<file path="src/rtl/alarm_ctrl.sv">
// Alarm-clock controller: holds and edits the alarm time, compares it with the
// running clock, and selects what the 7-segment decoder shows.
//
// state   | meaning
// IDLE    | display running time, watch for alarm match, btn_stop arms/disarms
// SET_MSG | "SEtA" banner for MSG_TICKS seconds before editing
// SET     | decoder shows alarm digits, hour/min buttons edit the alarm
// RING    | buzzer on, display alternates "ALAm" / time every second
module alarm_ctrl #(
  parameter int MSG_TICKS  = 2,
  parameter int RING_TICKS = 60
) (
  input  logic       clk,
  input  logic       reset,
  input  logic       tick_1hz,
  input  logic       btn_mode,
  input  logic       btn_hour,
  input  logic       btn_min,
  input  logic       btn_stop,
  input  logic [5:0] sec,
  input  logic [3:0] t_min2,
  input  logic [3:0] t_min1,
  input  logic [3:0] t_H2,
  input  logic [2:0] t_H1,
  output logic [3:0] d_min2,
  output logic [3:0] d_min1,
  output logic [3:0] d_H2,
  output logic [2:0] d_H1,
  output logic [3:0] Amin2,
  output logic [3:0] Amin1,
  output logic [3:0] AH2,
  output logic [1:0] AH1,
  output logic       condition,
  output logic       alarm_en,
  output logic       buzzer
);

  localparam int MAX_TICKS = (MSG_TICKS > RING_TICKS) ? MSG_TICKS : RING_TICKS;
  localparam int CW = $clog2(MAX_TICKS + 1);
  localparam logic [CW-1:0] MSG_LOAD  = CW'(MSG_TICKS);
  localparam logic [CW-1:0] RING_LOAD = CW'(RING_TICKS);

  typedef enum logic [1:0] {IDLE, SET_MSG, SET, RING} state_t;

  state_t        r_state;
  logic [CW-1:0] r_cnt;
  logic          r_odd;

  state_t        w_state_nxt;
  logic [CW-1:0] w_cnt_nxt;
  logic          w_odd_nxt;
  logic          w_en_nxt;
  logic          w_match;
  logic [3:0]    w_amin2_nxt, w_amin1_nxt, w_ah2_nxt;
  logic [1:0]    w_ah1_nxt;

  assign w_match = (r_state == IDLE) && alarm_en && tick_1hz && (sec == 6'd0) &&
                   (t_H1 == {1'b0, AH1}) && (t_H2 == AH2) &&
                   (t_min1 == Amin1) && (t_min2 == Amin2);

  // One down-counter serves both the banner and the ring timeout; only one is live at a time.
  always_comb begin
    w_state_nxt = r_state;
    w_cnt_nxt   = r_cnt;
    w_odd_nxt   = r_odd;
    w_en_nxt    = alarm_en;
    case (r_state)
      IDLE: begin
        if (w_match) begin
          w_state_nxt = RING;
          w_cnt_nxt   = RING_LOAD;
          w_odd_nxt   = 1'b0;
        end else begin
          if (btn_mode) begin
            w_state_nxt = SET_MSG;
            w_cnt_nxt   = MSG_LOAD;
          end
          if (btn_stop) w_en_nxt = ~alarm_en;
        end
      end
      SET_MSG: begin
        if (btn_mode) begin
          w_state_nxt = SET;
          w_cnt_nxt   = '0;
        end else if (tick_1hz) begin
          if (r_cnt <= CW'(1)) begin
            w_state_nxt = SET;
            w_cnt_nxt   = '0;
          end else begin
            w_cnt_nxt = r_cnt - CW'(1);
          end
        end
      end
      SET: begin
        if (btn_mode) begin
          w_state_nxt = IDLE;
          w_en_nxt    = 1'b1;
        end
      end
      RING: begin
        if (btn_stop || (tick_1hz && r_cnt <= CW'(1))) begin
          w_state_nxt = IDLE;
          w_cnt_nxt   = '0;
          w_odd_nxt   = 1'b0;
        end else if (tick_1hz) begin
          w_cnt_nxt = r_cnt - CW'(1);
          w_odd_nxt = ~r_odd;
        end
      end
      default: w_state_nxt = IDLE;
    endcase
  end

  // BCD alarm editing; minutes never carry into hours.
  always_comb begin
    w_amin2_nxt = Amin2;
    w_amin1_nxt = Amin1;
    w_ah2_nxt   = AH2;
    w_ah1_nxt   = AH1;
    if (r_state == SET && btn_min) begin
      if (Amin2 == 4'd9) begin
        w_amin2_nxt = 4'd0;
        w_amin1_nxt = (Amin1 == 4'd5) ? 4'd0 : Amin1 + 4'd1;
      end else begin
        w_amin2_nxt = Amin2 + 4'd1;
      end
    end
    if (r_state == SET && btn_hour) begin
      if (AH1 == 2'd2 && AH2 == 4'd3) begin
        w_ah1_nxt = 2'd0;
        w_ah2_nxt = 4'd0;
      end else if (AH2 == 4'd9) begin
        w_ah2_nxt = 4'd0;
        w_ah1_nxt = AH1 + 2'd1;
      end else begin
        w_ah2_nxt = AH2 + 4'd1;
      end
    end
  end

  always_ff @(posedge clk or negedge reset) begin
    if (!reset) begin
      r_state   <= IDLE;
      r_cnt     <= '0;
      r_odd     <= 1'b0;
      alarm_en  <= 1'b0;
      condition <= 1'b0;
      buzzer    <= 1'b0;
      Amin2     <= 4'd0;
      Amin1     <= 4'd0;
      AH2       <= 4'd0;
      AH1       <= 2'd0;
      d_min2    <= 4'd0;
      d_min1    <= 4'd0;
      d_H2      <= 4'd0;
      d_H1      <= 3'd0;
    end else begin
      r_state   <= w_state_nxt;
      r_cnt     <= w_cnt_nxt;
      r_odd     <= w_odd_nxt;
      alarm_en  <= w_en_nxt;
      condition <= (w_state_nxt == SET);
      buzzer    <= (w_state_nxt == RING);
      Amin2     <= w_amin2_nxt;
      Amin1     <= w_amin1_nxt;
      AH2       <= w_ah2_nxt;
      AH1       <= w_ah1_nxt;
      if (w_state_nxt == SET_MSG) begin
        d_H1   <= 3'b011;
        d_H2   <= 4'b1010;
        d_min1 <= 4'b1010;
        d_min2 <= 4'b1010;
      end else if (w_state_nxt == RING && !w_odd_nxt) begin
        d_H1   <= 3'b111;
        d_H2   <= 4'b1111;
        d_min1 <= 4'b1111;
        d_min2 <= 4'b1111;
      end else begin
        d_H1   <= t_H1;
        d_H2   <= t_H2;
        d_min1 <= t_min1;
        d_min2 <= t_min2;
      end
    end
  end

endmodule
</file>
<file path="config.mk">
export PLATFORM = sky130hd
export DESIGN_NAME = alarm_ctrl
export DESIGN_NICKNAME = d
export VERILOG_FILES = /design/src/rtl/alarm_ctrl.sv
export SDC_FILE = /design/constraint.sdc
export NUM_CORES = 1
export LEC_CHECK = 0
export ABC_CLOCK_PERIOD_IN_PS = 2500
export BUFFER_PORTS_ARGS = -buffer_cell sky130_fd_sc_hd__buf_2
export CORE_UTILIZATION = 29
export DETAILED_ROUTE_END_ITERATION = 10
export GPL_ROUTABILITY_DRIVEN = 0
export GPL_TIMING_DRIVEN = 0
export PLACE_DENSITY = 0.49
export SLEW_MARGIN = 20
export SYNTH_ARGS = -nofsm -noshare
export SYNTH_HDL_FRONTEND = slang
export SYNTH_SLANG_ARGS = --single-unit
</file>
<file path="constraint.sdc">
create_clock -name clk -period 2.5 [get_ports clk]
set_input_delay 0.125 -clock clk [delete_from_list [all_inputs] [get_ports clk]]
set_output_delay 0.125 -clock clk [all_outputs]
set_load 0.05 [all_outputs]
</file>
==> results of run 1 <==
synthesized netlist by cell type (2+ instances only):
cell type	number
a211oi_1	2
a21o_1	7
a21oi_1	13
a22oi_1	7
a2bb2oi_1	5
a2bb2oi_2	3
a311oi_1	8
a31oi_1	6
and2_1	2
buf_2	6
clkbuf_1	2
dfrtp_1	41
ha_1	8
inv_1	6
mux2_2	3
nand2_1	10
nand3_1	5
nand4_1	7
nor2_1	20
nor2b_1	7
nor3_1	9
nor3_2	2
nor3b_1	6
nor4_1	2
o211ai_1	5
o21a_1	3
o21ai_0	11
or3_1	2
xnor2_1	19
stage by stage:
stage	setup WS (ns)	instances	power (mW)	cell area (um2)	hold WS, ns
detailed placement	0.0715	419	3.45	2960	0.340
finish	0.124	427	3.96	3080	0.114
CTS	0.0690	426	3.99	3070	0.0135
floorplan	0.481	255	2.89	2540	-0.171
global placement	0.0918	419	3.45	2960	0.345
global route	0.00254	427	4.23	3080	0.107
kinds of logic after synthesis:
| logic type | after synthesis |
|---|---|
| adders and majority gates | 8 |
| DFF | 41 |
| AOI/OAI and AO/OA | 80 |
| muxes | 4 |
| and+or+nand+nor | 86 |
| buffers and inverters | 16 |
| xor gates and xnor gates | 20 |
power by group through the flow:
stage / clock, mW / combinational [mW] / sequential, mW
floorplan: 0 / 1.05 / 1.84
global placement: 0 / 2.27 / 1.18
finish: 0.528 / 2.28 / 1.16
CTS: 0.546 / 2.28 / 1.17
global route: 0.578 / 2.45 / 1.20
detailed placement: 0 / 2.27 / 1.18
per-layer routing:
metal,global-route usage (%),wire length (um),share of wire [%],up-vias
li1,-,-,-,1095
met1,21.5,3280,49,1039
met2,24.4,3070,46,35
met3,3.03,240,3.6,4
met4,3.73,48,0.72,0
met5,0,0,0,-
area by class of cell:
| class | count | area (um2) | area share (%) |
|---|---|---|---|
| Clock buffer | 5 | 68.8 | 2.23 |
| Buffer | 9 | 50.0 | 1.62 |
| Inverter | 7 | 28.8 | 0.933 |
| Tap cell | 105 | 131 | 4.26 |
| Timing Repair Buffer | 60 | 308 | 9.98 |
| Clock inverter | 2 | 35.0 | 1.14 |
| Sequential cell | 41 | 1030 | 33.3 |
| Multi-Input combinational cell | 198 | 1440 | 46.6 |
final timing paths:
kind | from | to | slack, ns
max in group asynchronous | reset | r_state[1]$_DFF_PN0_ | 1.79
max | r_state[1]$_DFF_PN0_ | d_min1[0]$_DFF_PN0_ | 0.12
min reg2reg | Amin1[3]$_DFFE_PN0P_ | Amin1[3]$_DFFE_PN0P_ | 0.55
min in group asynchronous | reset | r_cnt[4]$_DFFE_PN0P_ | 0.33
min | btn_min | Amin2[0]$_DFFE_PN0P_ | 0.11
max reg2reg | r_state[1]$_DFF_PN0_ | d_min1[0]$_DFF_PN0_ | 0.12
sequential cells by signal, summed over array words and instances, names as in the netlist, 2 cells and up:
name	flops
r_cnt	6
AH2	4
Amin1	4
Amin2	4
d_H2	4
d_min1	4
d_min2	4
d_H1	3
AH1	2
r_state	2
critical path, cell delays in order (launching register included):
cell and delay, ns:
dfrtp_1 0.46, ha_1 0.26, and2b_2 0.25, and3b_1 0.22, nor3_2 0.48, buf_2 0.32
a21oi_1 0.11, a22oi_1 0.19
what timing repair did:
action	CTS	global route
setup endpoints to repair	0	3
hold buffers	0	1
gates resized for setup	0	3
endpoints found under the hold margin	0	41
==> flow_metrics.env, run 1 <==
export IMPL_ys_types=57
export IMPL_insertion_delay_ns=0.29
export IMPL_syn_area_um2=2540
export IMPL_criticalPathCategory="reg -> reg"
export IMPL_holdPathStages=3
export IMPL_cts_path_max_buffers=2
export IMPL_swShare_pct=51.3
export IMPL_rsz0062_at_grt="no"
export IMPL_die_h_um=95.5
export IMPL_grt_max_degree=42
export IMPL_slew_headroom_pct=56.7
export IMPL_grt_pass1_wl_mm=10.6
export IMPL_p_sw_mw=2.03
export IMPL_ir_worst_vdd_mv=0.508
export IMPL_ios=60
export IMPL_yosysSeqAreaShare_pct=40.4
export IMPL_final_nets=358
export IMPL_ys_warn_count=0
export IMPL_yosysTopAreaCell="dfrtp_1"
export IMPL_grtUsageTotal_pct=15.4
export IMPL_port_buffers=59
export IMPL_synth_xor_area_share_pct=6.90
export IMPL_cts_tree="yes"
export IMPL_tns_ns=0
export IMPL_ys_flop_type="dfrtp_1"
export IMPL_cap_violations=0
export IMPL_cts_root_buf="clkbuf_8"
export IMPL_utilization_pct=37.0
export IMPL_finalMaxSlewViolations=0
export IMPL_core_um2=8340
export IMPL_h_tree_depth=2
export IMPL_p_leak_nw=1.32
export IMPL_post_route_min_period_ns=2.38
export IMPL_postCtsSetupBuffers=0
export IMPL_clk_pin_slew_ns=0.08
export IMPL_worst_setup_path_end_kind="flip-flop"
export IMPL_clock_power_share_pct=13.3
export IMPL_die_w_um=95.5
export IMPL_synthArstFlopShare_pct=100
export IMPL_vias=2173
export IMPL_synth_mux_area_share_pct=1.73
export IMPL_synth_compound_area_share_pct=24.1
export IMPL_syn_nets=291
export IMPL_synthAdderAreaFrac_pct=3.94
export IMPL_synthSimpleGateAreaFrac_pct=19.9
export IMPL_wl_per_cell_um=15.5
export IMPL_rr_worst_depth=7
export IMPL_numCtsBuffers=5
export IMPL_dp_hpwl_mm=4.98
export IMPL_fmax_ghz=0.421
export IMPL_hp_class="in -> reg"
export IMPL_cp_max_fo=10
export IMPL_critPathArrivalTime_ns=2.58
export IMPL_synth_edf_count=0
export IMPL_die_area_um2=9130
export IMPL_yosys_top_cells_area="dfrtp_1, xnor2_1, ha_1, nor2_1, a311oi_1"
export IMPL_seqPwrFrac_pct=29.3
export IMPL_p_comb_share_pct=57.4
export IMPL_antennaDiodeCount=0
export IMPL_fillers=886
export IMPL_setup_viol=0
export IMPL_worst_ep_required_time_ns=2.70
export IMPL_antenna_found_initial=0
export IMPL_avgSynthCellArea_um2=9.95
export IMPL_drt_vias_per_instance=5.09
export IMPL_tightest_slew_ns=0.645
export IMPL_drt_iter0_markers=98
export IMPL_hold_viol=0
export IMPL_synth_top_family_by_area="compound AO/OA/AOI/OAI gates"
export IMPL_p_int_mw=1.93
export IMPL_initial_utilization_pct=30.4
export IMPL_layout_commonest_cell="buf_2"
export IMPL_rows=33
export IMPL_area_delta_synth_final_pct=21.5
export IMPL_cts_sinks=41
export IMPL_grt_overflow_total=0
export IMPL_drc=0
export IMPL_pwr_density_cell_nw_per_um2=1290
export IMPL_grt_pass1_vias=2015
export IMPL_antenna_left=0
export IMPL_ys_ff_latch=41
export IMPL_drive_above_1_share_pct=29.5
export IMPL_skew_ns=0.00925
export IMPL_routed_wl_mm=6.64
export IMPL_fin_crit_sh_pct=95.1
export IMPL_firstDrtPassIters=4
export IMPL_synthCells=255
export IMPL_layout_common_cells="buf_2, dfrtp_1, nor2_1"
export IMPL_critPathLaunchType="flip-flop"
export IMPL_yosysTopAreaCellShare_pct=40.4
export IMPL_status="complete, no violations"
Power figures use the tool's default switching activity.
==> run 2, diff against run 1 <==
Settings changed: ABC_CLOCK_PERIOD_IN_PS 2500 to 2600.
Clock period 2.5 ns to 2.6 ns, I/O delays scaled along.
==> run 2 against run 1 <==
  * Utilization about the same
  * Die area unchanged
  * Sequential power down 4%
  * Critical endpoint unchanged
  * Register-to-register slack better by 0.099 ns
  * Largest power group unchanged
==> flow_metrics.env, run 2 (synthesized netlist as in run 1, its figures left out) <==
export IMPL_p_int_mw=1.86
export IMPL_r2r_end="d_min1[0]$_DFF_PN0_"
export IMPL_tns_ns=0
export IMPL_layout_common_cells="buf_2, dfrtp_1, nor2_1"
export IMPL_min_delay_start="btn_min"
export IMPL_drt_iter0_markers=79
export IMPL_setup_viol=0
export IMPL_status="complete, no violations"
export IMPL_tightest_slew_ns=0.646
export IMPL_final_nets=358
export IMPL_die_h_um=95.5
export IMPL_antenna_found_initial=0
export IMPL_h_tree_depth=2
export IMPL_hold_viol=0
export IMPL_skew_ns=0.00942
export IMPL_rsz0062_at_grt="no"
export IMPL_cts_tree="yes"
export IMPL_grtUsageTotal_pct=15.4
export IMPL_rows=33
export IMPL_cp_cell_sequence="ha_1 > and2b_2 > and3b_1 > nor3_2 > buf_2 > a21oi_1 > a22oi_1"
export IMPL_die_w_um=95.5
export IMPL_slew_headroom_pct=56.7
export IMPL_timing_rr_start="r_state[1]$_DFF_PN0_"
export IMPL_core_um2=8340
export IMPL_antenna_left=0
export IMPL_grt_max_degree=42
export IMPL_drt_vias_per_instance=5.10
export IMPL_grt_pass1_wl_mm=10.6
export IMPL_ir_worst_vdd_mv=0.488
export IMPL_worst_path_buf_inv=1
export IMPL_r2r_slack_ns=0.22
export IMPL_max_stage_delay_ns=0.48
export IMPL_p_sw_mw=1.95
export IMPL_largest_reg_flops=6
export IMPL_cts_sinks=41
export IMPL_area_delta_synth_final_pct=21.5
export IMPL_drc=0
export IMPL_cp_max_fo=10
export IMPL_layout_setup_ws_ns=0.223
export IMPL_hp_class="in -> reg"
export IMPL_p_leak_nw=1.32
export IMPL_dp_slack_ns=0.172
export IMPL_firstDrtPassIters=4
export IMPL_swShare_pct=51.3
export IMPL_cts_path_max_buffers=2
export IMPL_p_comb_share_pct=57.4
export IMPL_dp_hpwl_mm=4.98
export IMPL_critPathArrivalTime_ns=2.58
export IMPL_die_area_um2=9130
export IMPL_multiInputGateArea_um2=1440
export IMPL_dpl_cell_area_um2=2960
export IMPL_post_route_min_period_ns=2.38
export IMPL_critPathLaunchType="flip-flop"
export IMPL_clock_power_share_pct=13.3
export IMPL_wl_per_cell_um=15.6
export IMPL_hold_slack_ns=0.119
export IMPL_vias=2179
export IMPL_cap_violations=0
export IMPL_antennaDiodeCount=0
export IMPL_seqCellArea_um2=1030
export IMPL_drive_above_1_share_pct=29.2
export IMPL_layout_commonest_cell="buf_2"
export IMPL_postCtsSetupBuffers=0
export IMPL_total_power_mw=3.81
export IMPL_routed_wl_mm=6.65
export IMPL_finalMaxSlewViolations=0
export IMPL_holdPathStages=3
export IMPL_crit_slowest_cell="nor3_2"
export IMPL_criticalPathCategory="reg -> reg"
export IMPL_largest_register="r_cnt"
export IMPL_numCtsBuffers=5
export IMPL_port_buffers=59
export IMPL_fin_crit_sh_pct=91.4
export IMPL_fillers=886
export IMPL_ios=60
export IMPL_clk_pin_slew_ns=0.08
export IMPL_seqPwrFrac_pct=29.3
export IMPL_grt_pass1_vias=2015
export IMPL_hold_path_end="Amin2[0]$_DFFE_PN0P_"
export IMPL_grt_overflow_total=0
export IMPL_fmax_ghz=0.421
export IMPL_worst_setup_path_end_kind="flip-flop"
export IMPL_initial_utilization_pct=30.4
export IMPL_worst_ep_required_time_ns=2.80
export IMPL_crit_family="simple AND/OR/NAND/NOR gates"
export IMPL_rr_worst_depth=7
export IMPL_pwr_density_cell_nw_per_um2=1240
export IMPL_design_area_um2=3080
export IMPL_insertion_delay_ns=0.29
export IMPL_cts_root_buf="clkbuf_8"
[run 2: cell counts in the layout (fill, tap and decap cells not counted)]
No cell type changed its count.
[run 2: what timing repair did]
| action | CTS | global route |
|---|---|---|
| setup endpoints to repair | 0 | 2 |
| hold buffers | 0 | 1 |
| gates resized for setup | 0 | 1 |
| endpoints found under the hold margin | 0 | 41 |
[run 2: worst max path at each step]
stage                          from                   end  slack [ns]  cells past startpoint
2_1_floorplan    AH2[2]$_DFFE_PN0P_     d_H1[2]$_DFF_PN0_        0.58                      6
3_3_place_gp   r_state[0]$_DFF_PN0_  r_cnt[0]$_DFFE_PN0P_        0.19                      6
3_5_place_dp   r_state[1]$_DFF_PN0_  r_cnt[1]$_DFFE_PN0P_        0.17                      6
4_1_cts        r_state[1]$_DFF_PN0_  r_cnt[1]$_DFFE_PN0P_        0.17                      6
5_1_grt        r_state[1]$_DFF_PN0_   d_min2[0]$_DFF_PN0_        0.09                      8
6_report       r_state[1]$_DFF_PN0_   d_min1[0]$_DFF_PN0_        0.22                      7
[run 2: stage by stage]
| step | util, % | std cells |
|---|---|---|
| final | 37.0 | 427 |
| after global routing | 37.0 | 427 |
| after CTS | 36.8 | 426 |
| after detailed placement | 35.5 | 419 |
| after global placement | 35.5 | 419 |
| after floorplan | - | 255 |
[run 2: routing by layer]
layer | track usage [%] | vias up | routed length, um
met5 | 0 | - | 0
met4 | 3.73 | 0 | 48
met3 | 3.03 | 4 | 246
met2 | 24.4 | 39 | 3070
met1 | 21.5 | 1043 | 3290
li1 | - | 1093 | -
[run 2: power by group through the flow]
stage	Sequential (mW)	Clock (mW)	Combinational [mW]
floorplan	1.77	0	1.01
global placement	1.13	0	2.19
detailed placement	1.13	0	2.19
CTS	1.12	0.525	2.19
global route	1.16	0.555	2.35
finish	1.11	0.508	2.19
[run 2: final cells by class]
cell class / count / area share, %
multi-input combinational: 198 / 46.6
sequential: 41 / 33.3
timing repair buffer: 60 / 9.98
tap: 105 / 4.26
clock buffer: 5 / 2.23
buffer: 9 / 1.58
clock inverter: 2 / 1.14
inverter: 7 / 0.933
[run 2: worst min-delay path: stages]
cell,delay [ns]
buf_2,0.11
nand2_1,0.07
xnor2_1,0.06
